**src/rtl/xv_pkg.sv**
```systemverilog
// Shared primitive-renderer definitions.
//   - Command word layout: [15:12] opcode, [11:0] payload.
//   - PR_* opcodes understood by the renderer.
//   - PR_CMDQ_DEPTH_LOG2: default depth of the command queue FIFO.
package xv;

    localparam logic [3:0] PR_COORDX0 = 4'h0;
    localparam logic [3:0] PR_COORDY0 = 4'h1;
    localparam logic [3:0] PR_COORDX1 = 4'h2;
    localparam logic [3:0] PR_COORDY1 = 4'h3;
    localparam logic [3:0] PR_COLOR   = 4'h4;
    localparam logic [3:0] PR_EXECUTE = 4'hF;

    // Primitive codes carried in the payload of an execute word.
    localparam logic [11:0] PR_LINE        = 12'h001;
    localparam logic [11:0] PR_FILLED_RECT = 12'h002;

    localparam int PR_CMDQ_DEPTH_LOG2 = 4;

    function automatic logic pr_is_execute(input logic [15:0] word);
        return word[15:12] == PR_EXECUTE;
    endfunction

endpackage

```
**src/rtl/prim_cmd_queue_fifo.sv**
```systemverilog
// prim_cmd_fifo: single-clock synchronous FIFO for 16-bit command words.
//   clk, reset_n_i   : clock, asynchronous active-low reset
//   push_i, data_i   : write request and word (ignored when full or flushing)
//   pop_i            : remove head (ignored when empty or flushing)
//   flush_i          : empty the FIFO; wins over push and pop
//   head_o           : word at the head
//   full_o, empty_o  : occupancy flags
//   level_o          : current occupancy (registered)
//   level_next_o     : occupancy after the coming edge
module prim_cmd_fifo
    import xv::*;
#(
    parameter int DEPTH_LOG2 = PR_CMDQ_DEPTH_LOG2
) (
    input  logic                  clk,
    input  logic                  reset_n_i,
    input  logic                  push_i,
    input  logic [15:0]           data_i,
    input  logic                  pop_i,
    input  logic                  flush_i,
    output logic [15:0]           head_o,
    output logic                  full_o,
    output logic                  empty_o,
    output logic [DEPTH_LOG2:0]   level_o,
    output logic [DEPTH_LOG2:0]   level_next_o
);

    localparam int unsigned DEPTH = 1 << DEPTH_LOG2;
    localparam logic [DEPTH_LOG2:0]   LVL_ONE = (DEPTH_LOG2 + 1)'(1);
    localparam logic [DEPTH_LOG2:0]   LVL_MAX = (DEPTH_LOG2 + 1)'(DEPTH);
    localparam logic [DEPTH_LOG2-1:0] PTR_ONE = DEPTH_LOG2'(1);

    logic [15:0]           mem [DEPTH];
    logic [DEPTH_LOG2-1:0] wr_ptr;
    logic [DEPTH_LOG2-1:0] rd_ptr;
    logic [DEPTH_LOG2:0]   count;
    logic                  push_ok;
    logic                  pop_ok;

    assign full_o  = (count == LVL_MAX);
    assign empty_o = (count == '0);
    assign level_o = count;
    assign head_o  = mem[rd_ptr];

    assign push_ok = push_i && !full_o && !flush_i;
    assign pop_ok  = pop_i && !empty_o && !flush_i;

    always_comb begin
        level_next_o = count;
        if (flush_i) begin
            level_next_o = '0;
        end else if (push_ok && !pop_ok) begin
            level_next_o = count + LVL_ONE;
        end else if (pop_ok && !push_ok) begin
            level_next_o = count - LVL_ONE;
        end
    end

    always_ff @(posedge clk or negedge reset_n_i) begin
        if (!reset_n_i) begin
            wr_ptr <= '0;
            rd_ptr <= '0;
            count  <= '0;
        end else if (flush_i) begin
            wr_ptr <= '0;
            rd_ptr <= '0;
            count  <= '0;
        end else begin
            if (push_ok) wr_ptr <= wr_ptr + PTR_ONE;
            if (pop_ok)  rd_ptr <= rd_ptr + PTR_ONE;
            count <= level_next_o;
        end
    end

    // Storage needs no reset: contents are only visible through the pointers.
    always_ff @(posedge clk) begin
        if (push_ok) mem[wr_ptr] <= data_i;
    end

endmodule

```
**src/rtl/prim_cmd_queue.sv**
```systemverilog
// prim_cmd_queue: buffers host primitive command words and issues them to
// the renderer. Execute words are issued only when the renderer is idle and
// are followed by a wait for the draw to start (bounded) and to finish.
//   clk, reset_n_i : clock, asynchronous active-low reset
//   wr_i, data_i   : host write strobe and command word
//   flush_i        : empty the queue and clear overflow
//   busy_i         : renderer busy
//   cmd_o          : registered command word, held between pulses
//   cmd_valid_o    : one-cycle pulse per issued word
//   full_o         : queue full
//   level_o        : queue occupancy
//   overflow_o     : sticky, a write was dropped
//   idle_o         : queue empty, ready state, renderer not busy
module prim_cmd_queue
    import xv::*;
#(
    parameter int DEPTH_LOG2    = PR_CMDQ_DEPTH_LOG2,
    parameter int START_TIMEOUT = 4
) (
    input  logic                clk,
    input  logic                reset_n_i,
    input  logic                wr_i,
    input  logic [15:0]         data_i,
    input  logic                flush_i,
    input  logic                busy_i,
    output logic [15:0]         cmd_o,
    output logic                cmd_valid_o,
    output logic                full_o,
    output logic [DEPTH_LOG2:0] level_o,
    output logic                overflow_o,
    output logic                idle_o
);

    localparam int CW = $clog2(START_TIMEOUT) + 1;
    localparam logic [CW-1:0] TO_LAST = CW'(START_TIMEOUT - 1);
    localparam logic [CW-1:0] CNT_ONE = CW'(1);

    typedef enum logic [1:0] {
        ST_READY,
        ST_WAIT_START,
        ST_WAIT_DONE
    } state_t;

    state_t              state, state_next;
    logic [CW-1:0]       cnt, cnt_next;
    logic                issue;
    logic                idle_next;
    logic [15:0]         head;
    logic                empty;
    logic [DEPTH_LOG2:0] level_next;

    prim_cmd_fifo #(
        .DEPTH_LOG2 (DEPTH_LOG2)
    ) u_fifo (
        .clk          (clk),
        .reset_n_i    (reset_n_i),
        .push_i       (wr_i),
        .data_i       (data_i),
        .pop_i        (issue),
        .flush_i      (flush_i),
        .head_o       (head),
        .full_o       (full_o),
        .empty_o      (empty),
        .level_o      (level_o),
        .level_next_o (level_next)
    );

    always_comb begin
        state_next = state;
        cnt_next   = cnt;
        issue      = 1'b0;
        case (state)
            ST_READY: begin
                if (!empty && !busy_i) begin
                    issue = 1'b1;
                    if (pr_is_execute(head)) begin
                        state_next = ST_WAIT_START;
                        cnt_next   = '0;
                    end
                end
            end
            ST_WAIT_START: begin
                if (busy_i) begin
                    state_next = ST_WAIT_DONE;
                end else if (cnt == TO_LAST) begin
                    // Renderer never started (e.g. unknown primitive code).
                    state_next = ST_READY;
                end else begin
                    cnt_next = cnt + CNT_ONE;
                end
            end
            ST_WAIT_DONE: begin
                if (!busy_i) state_next = ST_READY;
            end
            default: state_next = ST_READY;
        endcase
        // Registered idle reflects the queue and state after this edge.
        idle_next = (level_next == '0) && (state_next == ST_READY) && !busy_i;
    end

    always_ff @(posedge clk or negedge reset_n_i) begin
        if (!reset_n_i) begin
            state       <= ST_READY;
            cnt         <= '0;
            cmd_o       <= '0;
            cmd_valid_o <= 1'b0;
            overflow_o  <= 1'b0;
            idle_o      <= 1'b1;
        end else begin
            state       <= state_next;
            cnt         <= cnt_next;
            cmd_valid_o <= issue;
            if (issue) cmd_o <= head;
            // A write at full is lost even if a pop frees a slot this cycle.
            if (flush_i)            overflow_o <= 1'b0;
            else if (wr_i && full_o) overflow_o <= 1'b1;
            idle_o <= idle_next;
        end
    end

endmodule
```
**config.mk**
```make
export PLATFORM = sky130hd
export DESIGN_NAME = prim_cmd_queue
export DESIGN_NICKNAME = d
export VERILOG_FILES = /design/src/rtl/xv_pkg.sv /design/src/rtl/prim_cmd_queue_fifo.sv /design/src/rtl/prim_cmd_queue.sv
export SDC_FILE = /design/constraint.sdc
export NUM_CORES = 1
export LEC_CHECK = 0
export ABC_AREA = 0
export ABC_CLOCK_PERIOD_IN_PS = 4300
export CORE_AREA = 3 3 139 141
export CTS_CLUSTER_SIZE = 16
export DETAILED_ROUTE_END_ITERATION = 10
export DIE_AREA = 0 0 142 144
export HOLD_SLACK_MARGIN = 0.08
export PLACE_DENSITY = 0.81
export SLEW_MARGIN = 20
export SYNTH_ARGS = -nofsm -noshare
export SYNTH_HDL_FRONTEND = slang
export SYNTH_SLANG_ARGS = --single-unit
```
**constraint.sdc**
```tcl
create_clock -name clk -period 4.3 [get_ports clk]
set_clock_uncertainty 0.1 [all_clocks]
set_input_delay 0.86 -clock clk [delete_from_list [all_inputs] [get_ports clk]]
set_output_delay 0.86 -clock clk [all_outputs]
set_load 0.01 [all_outputs]
```
### Yosys cells after proc, flatten, opt, wreduce, memory -nomap -nowiden

Memory sizes are Yosys's and may differ from the RTL's.
Index checks and enable logic that the tools add are counted.
W data, S select, Z words.

| operators by class | value |
|---|---|
| add/subtract/negate cells | 5 |
| equality and inequality tests | 9 |
| mux-type cells | 25 |
| reduce and logical (&&, ||, !) cells | 25 |

Operators by type and width:

| cell | count |
|---|---|
| $mux W5 | 4 |
| $mux W4 | 4 |
| $mux W3 | 4 |
| $logic_and A1 B1 Y1 | 10 |
| $logic_not A5 Y1 | 2 |
| $mux W2 | 5 |
| $add A4 B1 Y4 const B | 2 |
| $ne A2 B2 Y1 const B | 4 |
| $reduce_bool A2 Y1 | 4 |
| $logic_not A1 Y1 | 6 |
| $mux W1 | 6 |
| $pmux W2 S3 | 1 |
| $pmux W3 S2 | 1 |
| $add A5 B1 Y5 const B | 1 |
| $eq A5 B5 Y1 const B | 1 |
| $reduce_and A5 Y1 | 1 |
| $sub A5 B1 Y5 const B | 1 |
| $eq A4 B4 Y1 const B | 1 |
| $logic_not A2 Y1 | 2 |
| $add A3 B1 Y3 const B | 1 |
| $eq A3 B2 Y1 const B | 1 |
| $eq A2 B1 Y1 const B | 1 |
| $eq A2 B2 Y1 const B | 1 |

| storage, ports and cells | value |
|---|---|
| flip-flop bits (word level) | 37 |
| bits in writable memories | 256 |
| output and inout bits | 25 |
| memories | 1 |

Memories:

| name | depth | bits a word | rd ports | clocked after Yosys merged registers in | write ports | RTL line | RTL |
|---|---|---|---|---|---|---|---|
| u_fifo.mem | 16 | 16 | 1 | 0 | 1 | prim_cmd_queue_fifo.sv:33 | `logic [15:0] mem [DEPTH];` |

### Longest topological paths before layout

| logic depth | value |
|---|---|
| word-level depth | 14 |
| mapped depth | 10 |
| gate-level depth less buffers | 9 |

### By module

From an unflattened synthesis, not the netlist that was laid out.

| unflattened totals | value |
|---|---|
| cell total of the unflattened synthesis | 573 |
| area, all modules | 11,539.8 um^2 |

Modules (own cells, without submodules):

| module | times used | cells an instance | area an instance (um^2) | sequential area each (um^2) |
|---|---|---|---|---|
| prim_cmd_fifo | 1 | 512 | 10,567.6 | 8,012.7 |
| prim_cmd_queue | 1 | 61 | 972.2 | 601.8 |

### Worst setup path after synthesis

No wires, ideal clock.

| timing | value |
|---|---|
| path type | flip-flop to flip-flop |
| start point | register u_fifo.count[0], in the netlist u_fifo.level_o[0] |
| end point | memory u_fifo.mem[0][0], enable pin |
| library setup time | 0.409 ns |
| arrival | 2.502 ns |
| data required time | 3.791 ns |
| path slack | 1.289 ns |
| cell stages (with the launch flop) | 8 |
| buffers on the path | 0 |
| cell sequence | dfrtp_1 -> inv_1 -> ha_1 -> nand4bb_1 -> nand2_1 -> nor2_1 -> nand2_1 -> nor3_1 |

| between the ends | value |
|---|---|
| cells in the longest elaborated chain, start to end | 6 |

Ends and longest elaborated chain:

| element | RTL line | RTL |
|---|---|---|
| start: declaration | prim_cmd_queue_fifo.sv:36 | `logic [DEPTH_LOG2:0] count;` |
| start signal: assignment | prim_cmd_queue_fifo.sv:71 | `count <= level_next_o;` |
| $eq A5 B5 Y1 | prim_cmd_queue_fifo.sv:40 | `assign full_o = (count == LVL_MAX);` |
| $logic_not A1 Y1 | prim_cmd_queue_fifo.sv:45 | `assign push_ok = push_i && !full_o && !flush_i;` |
| $logic_and A1 B1 Y1 (2 in a row) | prim_cmd_queue_fifo.sv:45 |  |
| $mux W1 | prim_cmd_queue_fifo.sv:77 | `if (push_ok) mem[wr_ptr] <= data_i;` |
| $mux W1 (implied by the code) | prim_cmd_queue_fifo.sv:77 |  |
| end: declaration | prim_cmd_queue_fifo.sv:33 |  |

No other way between the ends.

### Worst setup path in the final report

| timing | value |
|---|---|
| start point | register u_fifo.count[1], in the netlist u_fifo.level_o[1] |
| end point | output full_o |

| between the ends | value |
|---|---|
| cells in the longest elaborated chain, start to end | 1 |

Ends and longest elaborated chain:

| element | RTL line | RTL |
|---|---|---|
| $eq A5 B5 Y1 | prim_cmd_queue_fifo.sv:40 |  |
| end: declaration | prim_cmd_queue.sv:28 | `output logic full_o,` |

No other way between the ends.

==> results.md <==
- Row count: 49
- Commonest register cell after synthesis: sky130_fd_sc_hd__edfxtp_1
- Sequential standard cell area: around 8600 sq um
- Final hold violation count: 0
- Die area: 20400 sq um
- Setup repair after global routing missed its margin: false
- Proportion of synthesized chip area in sequential cells: 0.730
- Max Cap Violations: 0
- CTS Hold Bufs: 0
- CTS Buf Count: 28
- Count of nets left with antenna violations after detail routing: 0
- Remaining design rule violation count: 0
- Number of synthesized flops with an enable pin: roughly 260
- Number of instances in the synthesized netlist: 597
- Slew margin rel.: 0.422
- Global-route usage over all layers: 0.250
- Wire length of the first global-routing pass: 37600 microns
- Post-synthesis share of cell area spent on xor and xnor gates: 0.00743
- Post-synthesis adder-cell area fraction: 0.0106
- Total Power Consumption: around 7400 uW
- Setup fix buffers added after clock tree synthesis: 0
- Flip-flop and latch count after synthesis: 293
- Maximum level of the CTS H-tree: 1
- Leading cell types by total area after synthesis: sky130_fd_sc_hd__edfxtp_1 65%, sky130_fd_sc_hd__mux4_2 9.2%, sky130_fd_sc_hd__dfrtp_1 7.6%
- Total of cells resized after clock tree synthesis: 0
- Count of antenna diodes in the layout: 0
- Clock Latency Late Sink: 550 ps
- 1st-pass router iterations: 9
- Count of buffers from port buffering: 45
- Net Count, Synth: 628
- Post-DP HPWL: roughly 15000 microns
- Required time of the critical path: 3340 ps
- Layout cell share with drive strength beyond 1: 0.192
- Area taken by multi-input logic gates: 2890 sq um
- Cell at the root of the clock tree: sky130_fd_sc_hd__clkbuf_16
- Peak Freq: 314 MHz
- Via count of the first global-routing pass: between 6000 and 7000
- Largest family of logic cells by synthesized area: multiplexers
- Met2 track demand over resource in global routing: 0.394
- Final Max Tran Viols: 0
- Iter 0 DRT Violations: 600
- Overflow after GRT: 0
- Leak pwr: ~0.0045 uW
- Proportion of synthesized flip-flops having asynchronous set or reset: 0.126
- YS warnings: 0
- Met3 track demand over resource: 0.0529
- Post-synthesis cell area: between 10000 and 15000 sq um
- Worst ir drop on vdd: 348 uV
- Yosys top cell area share: 0.652
- Clock tree from TritonCTS: yes
- Worst setup path start: u_fifo.level_o[1]$_DFF_PN0_
- Per-cell routed wire length: 27.2 microns
- Pwr per Cell Area: 553 nW/um^2
- Final setup TNS: 0 ps
- Total wirelength of the detailed-routed design: 24800 microns
- Clock group share of total power: 0.321
- Simple-Gate Fraction of Synth Area: 0.0520
- Switching part of the total: 0.270
- Largest area contributor in the netlist: sky130_fd_sc_hd__edfxtp_1
- Fillcell total: 959
- Most common cell after layout, fill and taps aside: sky130_fd_sc_hd__edfxtp_1
- Path class of the lowest-slack min-delay path: primary input to asynchronous set/reset pin
- Minimum setup slack among reg-to-reg paths: 1210 ps
- Via total after detailed routing: 6002
- GP Congestion: 0.884
- Beginning of the worst register-to-register path: u_fifo.level_o[1]$_DFF_PN0_
- Reg clk slew, reported paths: 70 ps
- WP data arrival: about 2200 ps
- Maximum number of pins on one net before global-route repair: 39
- Busiest layer in global routing: met2
- Sw power: 1990 uW
- Final min period: 3180 ps
- Layout Nets: a little under 700
- Crit path capture type: output port
- Boundary pin count: 46
- Internal power of the cells: around 5400 uW
- Initial antenna violation count: 0
- Worst-margin pin slew: 867 ps
- Share of power burned in combinational logic: 0.211
- Critical-path maximum fanout: 8
- Number of clock sinks: 293
- Kind of start point of the critical path: register
- Outcome: finished clean
- Multiplexer fraction of the synthesized cell area: 0.156
- Compound-Gate Fraction of Synth Area: 0.0165
- Post-synthesis average cell area: 19.8 sq um
- Seq pwr share: 0.468
- Average via count per standard cell: 6.57
- Die H: approximately 140 microns
- Final cycle utilization of the critical path: 0.740
- Chip width: roughly 140 microns
- Clk buf depth: 3
- Initial Utilization: 0.652
- Worst setup path class: register to output port
- # setup viols final: 0
- Core Area: 18100 sq um
- Number of distinct library cells after synthesis: 52
- Met1 layer usage reported by global route: 0.369
- Synth-to-Final Area Change: 13.2%
- Leading cell types in the layout, fill and taps excluded: 256 x sky130_fd_sc_hd__edfxtp_1, 63 x sky130_fd_sc_hd__nand2_1, 48 x sky130_fd_sc_hd__mux4_2
==> per-layer routing <==
layer  part of all wire  wire length [microns]  up-vias
met5                  0                      0        -
met4              0.023                    566        0
met3              0.086                   2140       41
met2               0.49                  12100      331
met1               0.40                   9940     3118
li1                   -                      -     2512
==> layout make-up <==
class / instances / area share
timing repair buffer: 68 / 0.0472
clock inverter: 16 / 0.0108
sequential: 293 / 0.646
tap: 229 / 0.0215
clock buffer: 34 / 0.0558
multi-input combinational: 263 / 0.216
inverter: 10 / 0.00300
==> sequential cells by signal, indices dropped and copies added, names as in the netlist <==
name,count
cmd_valid_o,1
u_fifo.level_o,5
u_fifo.mem,256
cmd_o,16
cnt,3
u_fifo.rd_ptr,4
overflow_o,1
idle_o,1
state,2
u_fifo.wr_ptr,4
==> logic make-up after synthesis <==
kind of cell    after synthesis
compound gates               27
xor+xnor                     10
fa+ha+maj                    10
buf+inv                      41
flops                       293
mux                          84
simple gates                132
==> critical path, stage by stage, from the launching register on <==
cell and delay (ps):
sky130_fd_sc_hd__dfrtp_1 470, sky130_fd_sc_hd__inv_1 150, sky130_fd_sc_hd__ha_1 210, sky130_fd_sc_hd__nand4bb_1 190, sky130_fd_sc_hd__inv_1 110, sky130_fd_sc_hd__clkdlybuf4s50_1 540
==> cell usage after synthesis, drive strengths merged, types with 8 or more instances <==
library cell / number
edfxtp: 256
mux4: 72
nand2: 63
dfrtp: 36
nor2: 33
buf: 25
ha: 10
inv: 10
nand3: 10
a21oi: 8
mux2i: 8
==> stage by stage <==
step           instances  worst slack [ps]  hold slack (ps)  area [sq um]   util
3_3_place_gp         863               832              360         12500  0.689
2_1_floorplan        597              1290              364         11800      -
6_report             913              1120              302         13400  0.738
5_1_grt              913              1040              368         13400  0.738
4_1_cts              913              1130              319         13400  0.738
3_5_place_dp         863               772              362         12500  0.689
==> power by group through the flow <==
| stage | clock [uW] | sequential [uW] | combinational (uW) |
|---|---|---|---|
| 5_1_grt | 2500 | 3480 | 1680 |
| 4_1_cts | 2390 | 3460 | 1560 |
| 6_report | 2370 | 3450 | 1560 |
| 3_3_place_gp | 0 | 3500 | 1480 |
| 3_5_place_dp | 0 | 3510 | 1530 |
| 2_1_floorplan | 0 | 3430 | 1180 |
==> worst paths after layout <==
check	endpoint	cells past startpoint
setup / recovery	full_o	5
hold / removal	cmd_o[8]$_DFFE_PN0N_	1
setup reg to reg	u_fifo.mem[5][13]$_DFFE_PP_	8
hold reg to reg	cmd_o[3]$_DFFE_PN0N_	2
max in group asynchronous	u_fifo.rd_ptr[0]$_DFFE_PN0P_	1
min in group clk	cmd_o[3]$_DFFE_PN0N_	2
Power figures use the tool's default switching activity.
